`src/rtl/io_bus_bridge.sv`:
```
// io_bus_bridge: decodes CPU req/ack accesses into the IO port bank window and
// sequences setup/enable strobes, returning read data or an error with the ack.
module io_bus_bridge #(
    parameter int                BITS     = 16,
    parameter int                ADDR_W   = 16,
    parameter logic [ADDR_W-1:0] IO_BASE  = 16'hFF00,
    parameter int                IO_PORTS = 4
) (
    input  logic              clk,
    input  logic              rst,
    input  logic              cpu_req,
    input  logic              cpu_we,
    input  logic [ADDR_W-1:0] cpu_addr,
    input  logic [BITS-1:0]   cpu_wdata,
    output logic              cpu_ack,
    output logic [BITS-1:0]   cpu_rdata,
    output logic              cpu_err,
    output logic              busy,
    output logic [7:0]        err_cnt,
    output logic              io_en,
    output logic              io_r_or_w,
    output logic [3:0]        io_addr,
    output logic [BITS-1:0]   io_data_in,
    input  logic [BITS-1:0]   io_data_out
);
    typedef enum logic [1:0] {IDLE, SETUP, ACCESS, RESP} state_t;
    localparam logic [4:0] NPORTS = 5'(IO_PORTS);
    state_t r_state;
    logic   w_ok;
    assign w_ok = (cpu_addr[ADDR_W-1:4] == IO_BASE[ADDR_W-1:4]) && ({1'b0, cpu_addr[3:0]} < NPORTS);
    assign busy = r_state != IDLE;
    // io_* outputs double as the latched request; the error path never touches them
    always_ff @(posedge clk or posedge rst) begin
        if (rst) begin
            r_state    <= IDLE;
            cpu_ack    <= 1'b0;
            cpu_err    <= 1'b0;
            cpu_rdata  <= '0;
            err_cnt    <= '0;
            io_en      <= 1'b0;
            io_r_or_w  <= 1'b0;
            io_addr    <= '0;
            io_data_in <= '0;
        end else begin
            case (r_state)
                IDLE: if (cpu_req) begin
                    if (w_ok) begin
                        r_state    <= SETUP;
                        io_addr    <= cpu_addr[3:0];
                        io_r_or_w  <= cpu_we;
                        io_data_in <= cpu_we ? cpu_wdata : '0;
                    end else begin
                        r_state   <= RESP;
                        cpu_ack   <= 1'b1;
                        cpu_err   <= 1'b1;
                        cpu_rdata <= '0;
                        err_cnt   <= err_cnt + 8'(err_cnt != 8'hFF);
                    end
                end
                SETUP: begin
                    r_state <= ACCESS;
                    io_en   <= 1'b1;
                end
                ACCESS: begin
                    r_state   <= RESP;
                    io_en     <= 1'b0;
                    cpu_ack   <= 1'b1;
                    cpu_err   <= 1'b0;
                    cpu_rdata <= io_r_or_w ? '0 : io_data_out;
                end
                default: begin
                    r_state   <= IDLE;
                    cpu_ack   <= 1'b0;
                    cpu_err   <= 1'b0;
                    cpu_rdata <= '0;
                end
            endcase
        end
    end
endmodule
```
`config.mk`:
```
export PLATFORM = sky130hd
export DESIGN_NAME = io_bus_bridge
export DESIGN_NICKNAME = d
export VERILOG_FILES = /design/src/rtl/io_bus_bridge.sv
export SDC_FILE = /design/constraint.sdc
export NUM_CORES = 1
export LEC_CHECK = 0
export ABC_AREA = 1
export BUFFER_PORTS_ARGS = -buffer_cell sky130_fd_sc_hd__buf_2
export CORE_AREA = 5 5 89 91
export DETAILED_ROUTE_END_ITERATION = 10
export DIE_AREA = 0 0 94 96
export GPL_TIMING_DRIVEN = 0
export HOLD_SLACK_MARGIN = 0.05
export PLACE_DENSITY = 0.77
export SLEW_MARGIN = 15
export SYNTH_ARGS = -nofsm -noshare
export SYNTH_HDL_FRONTEND = slang
export SYNTH_SLANG_ARGS = --single-unit
```
`constraint.sdc`:
```
create_clock -name clk -period 3.7 [get_ports clk]
set_input_delay 0 -clock clk [delete_from_list [all_inputs] [get_ports clk]]
set_output_delay 0 -clock clk [all_outputs]
set_load 0.01 [all_outputs]
```
==> results.tsv, run 1 <==
stage	metric	value	unit
clock_network	H-tree Lvls	2	
timing	fin crit share	0.4704	
outcome	status	finished clean	
timing	Slew Viols, Final	0	
synthesis	number of distinct library cells after synthesis	26	
routing	Post-Route WL	7.130	mm
routing	wire length per cell	11.92	um
setup_path	WP data arrival	1.98	ns
setup_path	Startpoint Class	flop	
synthesis	Synth area leader	dfrtp_1	
clock_network	CTS Buf Count	5	
setup_path	Worst R2R Start	r_state[0]$_DFFE_PP0P_	
synthesis	EDFF count, synth	0	
timing	RSZ-0062 raised after global routing	no	
floorplanning	die height	96	um
timing	final setup fails	0	
grt	Tot GR Track Use	0.1630	
synthesis	top-count cell post-synth	nand2_1	
setup_path	critical path class	flop to flop	
clock_network	Worst-Skew Late Latency	0.30	ns
hold_path	worst min path class	input pin to flop	
synthesis	Ys Warns	0	
final_layout	fillers	656	
grt	first-pass GRT wire length	11.84	mm
clock_network	Clock Pin Slew Worst Setup and Hold Paths	0.10	ns
synthesis	post-synthesis sequential area ratio	0.4640	
setup_path	Worst setup endpoint	io_data_in[7]$_DFFE_PP0P_	
floorplanning	# IOs	101	
synthesis	Avg Cell Area, Syn	7.511	um2
timing	Hold Violations, Final	0	
grt	vias in the first global route	2641	
clock_network	TritonCTS clock tree	yes	
final_layout	Final #Nets	556	
routing	vias per cell	4.440	
setup_path	Critical Path RT	3.94	ns
setup_path	Worst setup startpoint	r_state[0]$_DFFE_PP0P_	
synthesis	Post-Syn Instances	359	
timing	Max Freq	574.5	MHz
placement	HPWL after DPL	5.078	mm
floorplanning	Rows	31	
power_and_ir_drop	LEAKAGE	2.347	nW
routing	DR iter-0 viols	92	
timing	Clock Skew	0.008296	ns
final_layout	share of cells above drive strength 1	0.2725	
routing	DR DRC count	0	
setup_path	CP Capture Type	flop	
routing	via count of the routed design	2655	
floorplanning	Die W	94	um
job	Max-cap violations	0	
routing	Post-DRT Antenna Nets	0	
routing	DRT Pass-1 Iters	4	
timing	measured slew at the worst slew-check pin	0.5214	ns
timing	min Tclk post-route	1.741	ns
grt	GRT overflow	0	
setup_path	FF-to-FF setup slack	1.96	ns
final_layout	Finished Layout Cells	598	
clock_network	clock buffer depth	2	
final_layout	ANT cells	0	
synthesis	Synth area leaders	dfrtp_1 46%, nand2_1 18%, inv_1 8.1%	
placement	Placed Cells incl. Taps	557	
clock_network	Sink Count	50	
synthesis	most instantiated cells after synthesis	131 x nand2_1, 58 x inv_1, 50 x dfrtp_1	
power_and_ir_drop	VDD IR max	0.2160	mV
setup_path	maximum fanout along the worst path	10	
synthesis	ys async rst share	1.000	
setup_path	R2R Path End	io_data_in[7]$_DFFE_PP0P_	
power_and_ir_drop	PwrDens	512.3	nW/um2
synthesis	Syn Nets	417	
grt	pin count of the biggest net entering global routing	28	
floorplanning	die footprint	9024	um2
placement	worst slack, placed	1.944	ns
floorplanning	Core Footprint	7059	um2
synthesis	Synth top area share	0.4640	
floorplanning	Starting Density	0.3820	
timing	Final TNS setup	0	ns
synthesis	mapped cell area	2696	um2
final_layout	Synth-to-Final Area Change	38.98	%
synthesis	register bit count reported by yosys	50	
setup_path	Reg2Reg Depth	6	
clock_network	root buffer cell	clkbuf_8	
synthesis	dominant synthesized flop cell	dfrtp_1	
clock_network	post-CTS setup buffers	0	
timing	Max-slew headroom	0.6519	
placement	port buffer count	98	
placement	RePlAce Congestion	0.8355	
timing	setup ws final	1.959	ns
grt	antenna violations before repair	0	
timing	WHS	0.04596	ns
## layout by cell type, fill, tap and decap left out, types with 2 or more instances in the layout
master,Yosys,final
clkbuf_1,4,5
buf_2,6,104
o21ai_0,4,4
dfrtp_1,50,50
nand2_4,2,2
nand4_1,19,19
buf_6,2,2
o21ai_2,2,2
dlygate4sd3_1,0,33
nor2_4,3,3
nand3_1,28,28
or2_2,2,2
xor2_1,2,2
inv_1,58,57
clkbuf_8,1,6
nand3_2,2,2
buf_4,2,2
nor2_2,6,6
inv_2,1,2
ha_1,6,6
nor2_1,23,23
nand2_1,131,131
## critical path, stage by stage (launching register included)
cell	delay [ns]
dfrtp_1	0.41
inv_1	0.11
ha_1	0.25
buf_2	0.26
clkbuf_1	0.39
nand4_1	0.16
nand2_1	0.10
## state kept, by name, indices dropped and copies added (netlist names)
| name | count |
|---|---|
| cpu_rdata | 16 |
| io_data_in | 16 |
| err_cnt | 8 |
| io_addr | 4 |
| r_state | 2 |
| cpu_ack | 1 |
| cpu_err | 1 |
| io_en | 1 |
| io_r_or_w | 1 |
## how the worst min path moves through the flow
stage / start / endpoint / slack, ns / cells past startpoint
6_report: cpu_req / io_data_in[15]$_DFFE_PP0P_ / 0.05 / 3
5_1_grt: cpu_wdata[0] / io_data_in[0]$_DFFE_PP0P_ / 0.06 / 5
4_1_cts: cpu_req / io_data_in[12]$_DFFE_PP0P_ / 0.05 / 3
3_5_place_dp: rst / io_addr[3]$_DFFE_PP0P_ / 0.08 / 2
3_3_place_gp: cpu_addr[0] / io_addr[0]$_DFFE_PP0P_ / 0.25 / 3
2_1_floorplan: cpu_addr[1] / io_addr[1]$_DFFE_PP0P_ / 0.14 / 2
## stage by stage
stage	area, um2	total power (W)	util
finish	3747	0.001920	0.5308
floorplan	2696	0.001305	-
global route	3747	0.002068	0.5308
detailed placement	3331	0.001591	0.4718
global placement	3311	0.001560	0.4690
CTS	3747	0.001940	0.5308
## logic make-up after synthesis
| logic type | synth area share |
|---|---|
| AOI/OAI and AO/OA | 0.01856 |
| xor gates and xnor gates | 0.009747 |
| adders and majority gates | 0.02784 |
| buffers and inverters | 0.1179 |
| DFF | 0.4640 |
| and+or+nand+nor | 0.3619 |
## per-layer routing
| metal | track usage | wire length (um) | up-vias |
|---|---|---|---|
| li1 | - | - | 1369 |
| met1 | 0.1876 | 2959 | 1206 |
| met4 | 0.04452 | 61 | 0 |
| met2 | 0.3004 | 3730 | 72 |
| met5 | 0 | 0 | - |
| met3 | 0.04066 | 379 | 8 |
## report_power, final
part | internal (W) | switching [W]
Sequential | 0.000678 | 0.0000899
Clock | 0.000134 | 0.000186
Combinational | 0.000335 | 0.000497
## what timing repair did
action	4_1_cts	5_1_grt
hold endpoints to repair	55	0
gates resized for setup	0	0
hold buffers	33	0
## area by class of cell
| cell class | count | area, um2 | share of cell area |
|---|---|---|---|
| Buffer | 15 | 96.34 | 0.02571 |
| Sequential cell | 50 | 1251 | 0.3339 |
| Clock inverter | 2 | 13.76 | 0.003673 |
| Tap cell | 99 | 123.9 | 0.03306 |
| Inverter | 59 | 221.5 | 0.05910 |
| Multi-Input combinational cell | 235 | 1127 | 0.3008 |
| Timing Repair Buffer | 132 | 840.8 | 0.2244 |
| Clock buffer | 6 | 72.57 | 0.01937 |
Power figures use the tool's default switching activity.
==> inputs of run 2 (changes only) <==
--- a/config.mk
+++ b/config.mk
@@ -5,14 +5,14 @@
 export SDC_FILE = /design/constraint.sdc
 export NUM_CORES = 1
 export LEC_CHECK = 0
-export ABC_AREA = 1
+export ABC_AREA = 0
 export BUFFER_PORTS_ARGS = -buffer_cell sky130_fd_sc_hd__buf_2
-export CORE_AREA = 5 5 89 91
+export CORE_AREA = 5 5 82 84
 export DETAILED_ROUTE_END_ITERATION = 10
-export DIE_AREA = 0 0 94 96
+export DIE_AREA = 0 0 87 89
 export GPL_TIMING_DRIVEN = 0
 export HOLD_SLACK_MARGIN = 0.05
-export PLACE_DENSITY = 0.77
+export PLACE_DENSITY = 0.82
 export SLEW_MARGIN = 15
 export SYNTH_ARGS = -nofsm -noshare
 export SYNTH_HDL_FRONTEND = slang
==> constraint.sdc (replaced) <==
create_clock -name clk -period 1.6 [get_ports clk]
set_input_delay 0 -clock clk [delete_from_list [all_inputs] [get_ports clk]]
set_output_delay 0 -clock clk [all_outputs]
set_load 0.01 [all_outputs]
==> results.tsv, run 2 <==
stage	metric	value	unit	change
outcome	status	finished, violations left		was finished clean
outcome	failing checks	setup timing		
clock_network	Worst-Skew Late Latency	0.30	ns	about the same
clock_network	CTS Buf Count	5		unchanged
clock_network	TritonCTS clock tree	yes		unchanged
final_layout	Synth-to-Final Area Change	57.62	%	was 38.98%
final_layout	share of cells above drive strength 1	0.4032		was 0.2725
setup_path	WP data arrival	1.84	ns	was 1.98 ns
hold_path	worst min path class	input pin to flop		unchanged
synthesis	Syn Nets	276		was 417
final_layout	biggest regs	cpu_rdata: 16 flops, io_data_in: 16 flops, err_cnt: 8 flops		unchanged
floorplanning	die height	89	um	was 96 um
routing	Post-Route WL	6.497	mm	was 7.130 mm
routing	wire length per cell	14.53	um	was 11.92 um
power_and_ir_drop	Final Total Pwr	0.004919	W	was 0.001920 W
grt	GRT Max-Usage Layer	met2		unchanged
grt	met3 GRT Util	0.04147		was 0.04066
power_and_ir_drop	PwrDens	1373	nW/um2	was 512.3 nW/um2
floorplanning	Core Footprint	5851	um2	was 7059 um2
clock_network	H-tree Lvls	2		unchanged
synthesis	register bit count reported by yosys	50		unchanged
floorplanning	Die W	87	um	was 94 um
placement	port buffer count	99		was 98
synthesis	dominant synthesized flop cell	dfrtp_1		unchanged
grt	vias in the first global route	2247		was 2641
setup_path	Startpoint Class	flop		unchanged
synthesis	Avg Cell Area, Syn	10.43	um2	was 7.511 um2
timing	Slew Viols, Final	0		unchanged
synthesis	ys async rst share	1.000		unchanged
synthesis	mapped cell area	2273	um2	was 2696 um2
floorplanning	Starting Density	0.3886		was 0.3820
clock_network	root buffer cell	clkbuf_8		unchanged
clock_network	clock buffer depth	2		unchanged
final_layout	commonest cells after routing, fill and taps aside	99 x buf_2, 49 x dfrtp_1, 36 x dlygate4sd3_1		was 131 x nand2_1, 104 x buf_2, 57 x inv_1
synthesis	post-synthesis sequential area ratio	0.5504		was 0.4640
synthesis	most instantiated cells after synthesis	50 x dfrtp_1, 36 x nand2_1, 33 x o21ai_0		was 131 x nand2_1, 58 x inv_1, 50 x dfrtp_1
synthesis	Synth area leaders	dfrtp_1 55%, o21ai_0 7.3%, mux2i_1 7.0%		was dfrtp_1 46%, nand2_1 18%, inv_1 8.1%
grt	met1 global-route usage	0.1987		was 0.1876
placement	RePlAce Congestion	0.8055		was 0.8355
timing	min Tclk post-route	1.620	ns	was 1.741 ns
synthesis	top-count cell post-synth	dfrtp_1		was nand2_1
clock_network	Sink Count	50		unchanged
grt	first-pass GRT wire length	10.54	mm	was 11.84 mm
floorplanning	# IOs	101		unchanged
synthesis	Synth top area share	0.5504		was 0.4640
timing	Clock Skew	0.01105	ns	was 0.008296 ns
placement	HPWL after DPL	4.244	mm	was 5.078 mm
routing	Post-DRT Antenna Nets	0		unchanged
grt	antenna violations before repair	0		unchanged
synthesis	Ys Warns	0		unchanged
timing	Hold Violations, Final	0		unchanged
setup_path	maximum fanout along the worst path	5		was 10
setup_path	Critical Path RT	1.82	ns	was 3.94 ns
routing	DRT Pass-1 Iters	4		unchanged
synthesis	Synth area leader	dfrtp_1		unchanged
grt	pin count of the biggest net entering global routing	32		was 28
timing	final setup fails	8		was 0
routing	vias per cell	4.832		was 4.440
clock_network	Clock Pin Slew Worst Setup and Hold Paths	0.09	ns	was 0.10 ns
setup_path	critical path class	flop to flop		unchanged
routing	DR DRC count	0		unchanged
floorplanning	Rows	28		was 31
grt	GR Util met2	0.3092		was 0.3004
routing	DR iter-0 viols	48		was 92
final_layout	ANT cells	0		unchanged
timing	Max-slew headroom	0.7042		was 0.6519
power_and_ir_drop	LEAKAGE	1.897	nW	was 2.347 nW
synthesis	Post-Syn Instances	218		was 359
synthesis	number of distinct library cells after synthesis	30		was 26
timing	WHS	0.05891	ns	was 0.04596 ns
final_layout	commonest non-fill, non-tap cell in the layout	buf_2		was nand2_1
routing	via count of the routed design	2160		was 2655
synthesis	EDFF count, synth	0		unchanged
setup_path	CP Capture Type	flop		unchanged
timing	fin crit share	1.012		was 0.4704
grt	GRT overflow	0		unchanged
timing	RSZ-0062 raised after global routing	yes		was no
timing	measured slew at the worst slew-check pin	0.4430	ns	was 0.5214 ns
job	Max-cap violations	0		unchanged
grt	Tot GR Track Use	0.1716		was 0.1630
floorplanning	die footprint	7743	um2	was 9024 um2
power_and_ir_drop	VDD IR max	0.8016	mV	was 0.2160 mV
timing	Max Freq	617.3	MHz	was 574.5 MHz
final_layout	Final #Nets	430		was 556
timing	setup ws final	-0.01999	ns	was 1.959 ns
run 2: kinds of logic (layout without fill, tap and decap cells):
family,count (synthesis),in the layout,share of synthesized area
adder cells (fa/ha/maj),6,6,0.03302
XOR/XNOR,6,6,0.02311
flip-flops,50,50,0.5504
AO/OA/AOI/OAI,39,39,0.09026
multiplexers,21,21,0.09851
buffers and inverters,32,186,0.05944
AND/OR/NAND/NOR,64,64,0.1453
run 2: power by group:
group	internal (W)	leakage, nW	switching [W]	total [W]
clock	0.000302	0.0383	0.000399	0.000702
combinational	0.00127	1.19	0.00114	0.00241
sequential	0.00159	0.670	0.000223	0.00181
total	0.00316	1.90	0.00176	0.00492
run 2: cell type report:
type                    count  area [um2]
fillers                   466        2267
plain buffers              11       81.33
clock buffers               7       76.32
multi-input cells         136        1012
inverters                  21       78.83
repair buffers            147       988.4
flip-flops and latches     50        1252
well taps                  75       93.84
run 2: what timing repair did:
| item | in CTS | in global routing |
|---|---|---|
| setup buffers | 7 | 3 |
| endpoints found under the setup margin | 32 | 33 |
| gates resized for setup | 11 | 15 |
| hold endpoints to repair | 54 | 0 |
| pin swaps | 5 | 6 |
| cloned | 0 | 1 |
| hold buffers | 36 | 0 |
run 2: worst paths after layout:
| path | slack [ns] | end | cells past startpoint | start |
|---|---|---|---|---|
| max | -0.02 | cpu_rdata[12]$_DFFE_PP0P_ | 6 | r_state[0]$_DFFE_PP0P_ |
| min | 0.06 | io_data_in[12]$_DFFE_PP0P_ | 3 | cpu_we |
| max reg2reg | -0.02 | cpu_rdata[12]$_DFFE_PP0P_ | 6 | r_state[0]$_DFFE_PP0P_ |
| min reg2reg | 0.49 | io_addr[2]$_DFFE_PP0P_ | 1 | io_addr[2]$_DFFE_PP0P_ |
| max in group asynchronous | 0.81 | io_data_in[15]$_DFFE_PP0P_ | 4 | rst |
| min in group asynchronous | 0.27 | cpu_rdata[0]$_DFFE_PP0P_ | 3 | rst |
run 2: critical path, stage by stage (launching register included):
cell	delay [ns]
dfrtp_1	0.41
buf_4	0.15
ha_2	0.20
a311oi_2	0.24
buf_4	0.20
clkbuf_16	0.16
mux2i_1	0.17
run 2: routing by layer:
metal	share of wire	up-vias
met5	0	-
met4	0.024	0
met3	0.068	14
met2	0.51	79
met1	0.39	1041
li1	-	1026
run 2: per-stage QoR:
step	setup TNS [ns]	area [um2]	setup slack, ns	utilization	cells
after floorplan	-0.01297	2345	-0.01297	-	218
after global placement	-14.61	2934	-0.2747	0.5015	392
after detailed placement	-4.038	2954	-0.3516	0.5049	393
after CTS	-0.03421	3506	-0.02300	0.5992	443
after global routing	-1.394	3583	-0.1028	0.6125	447
final	-0.09631	3583	-0.01999	0.6125	447
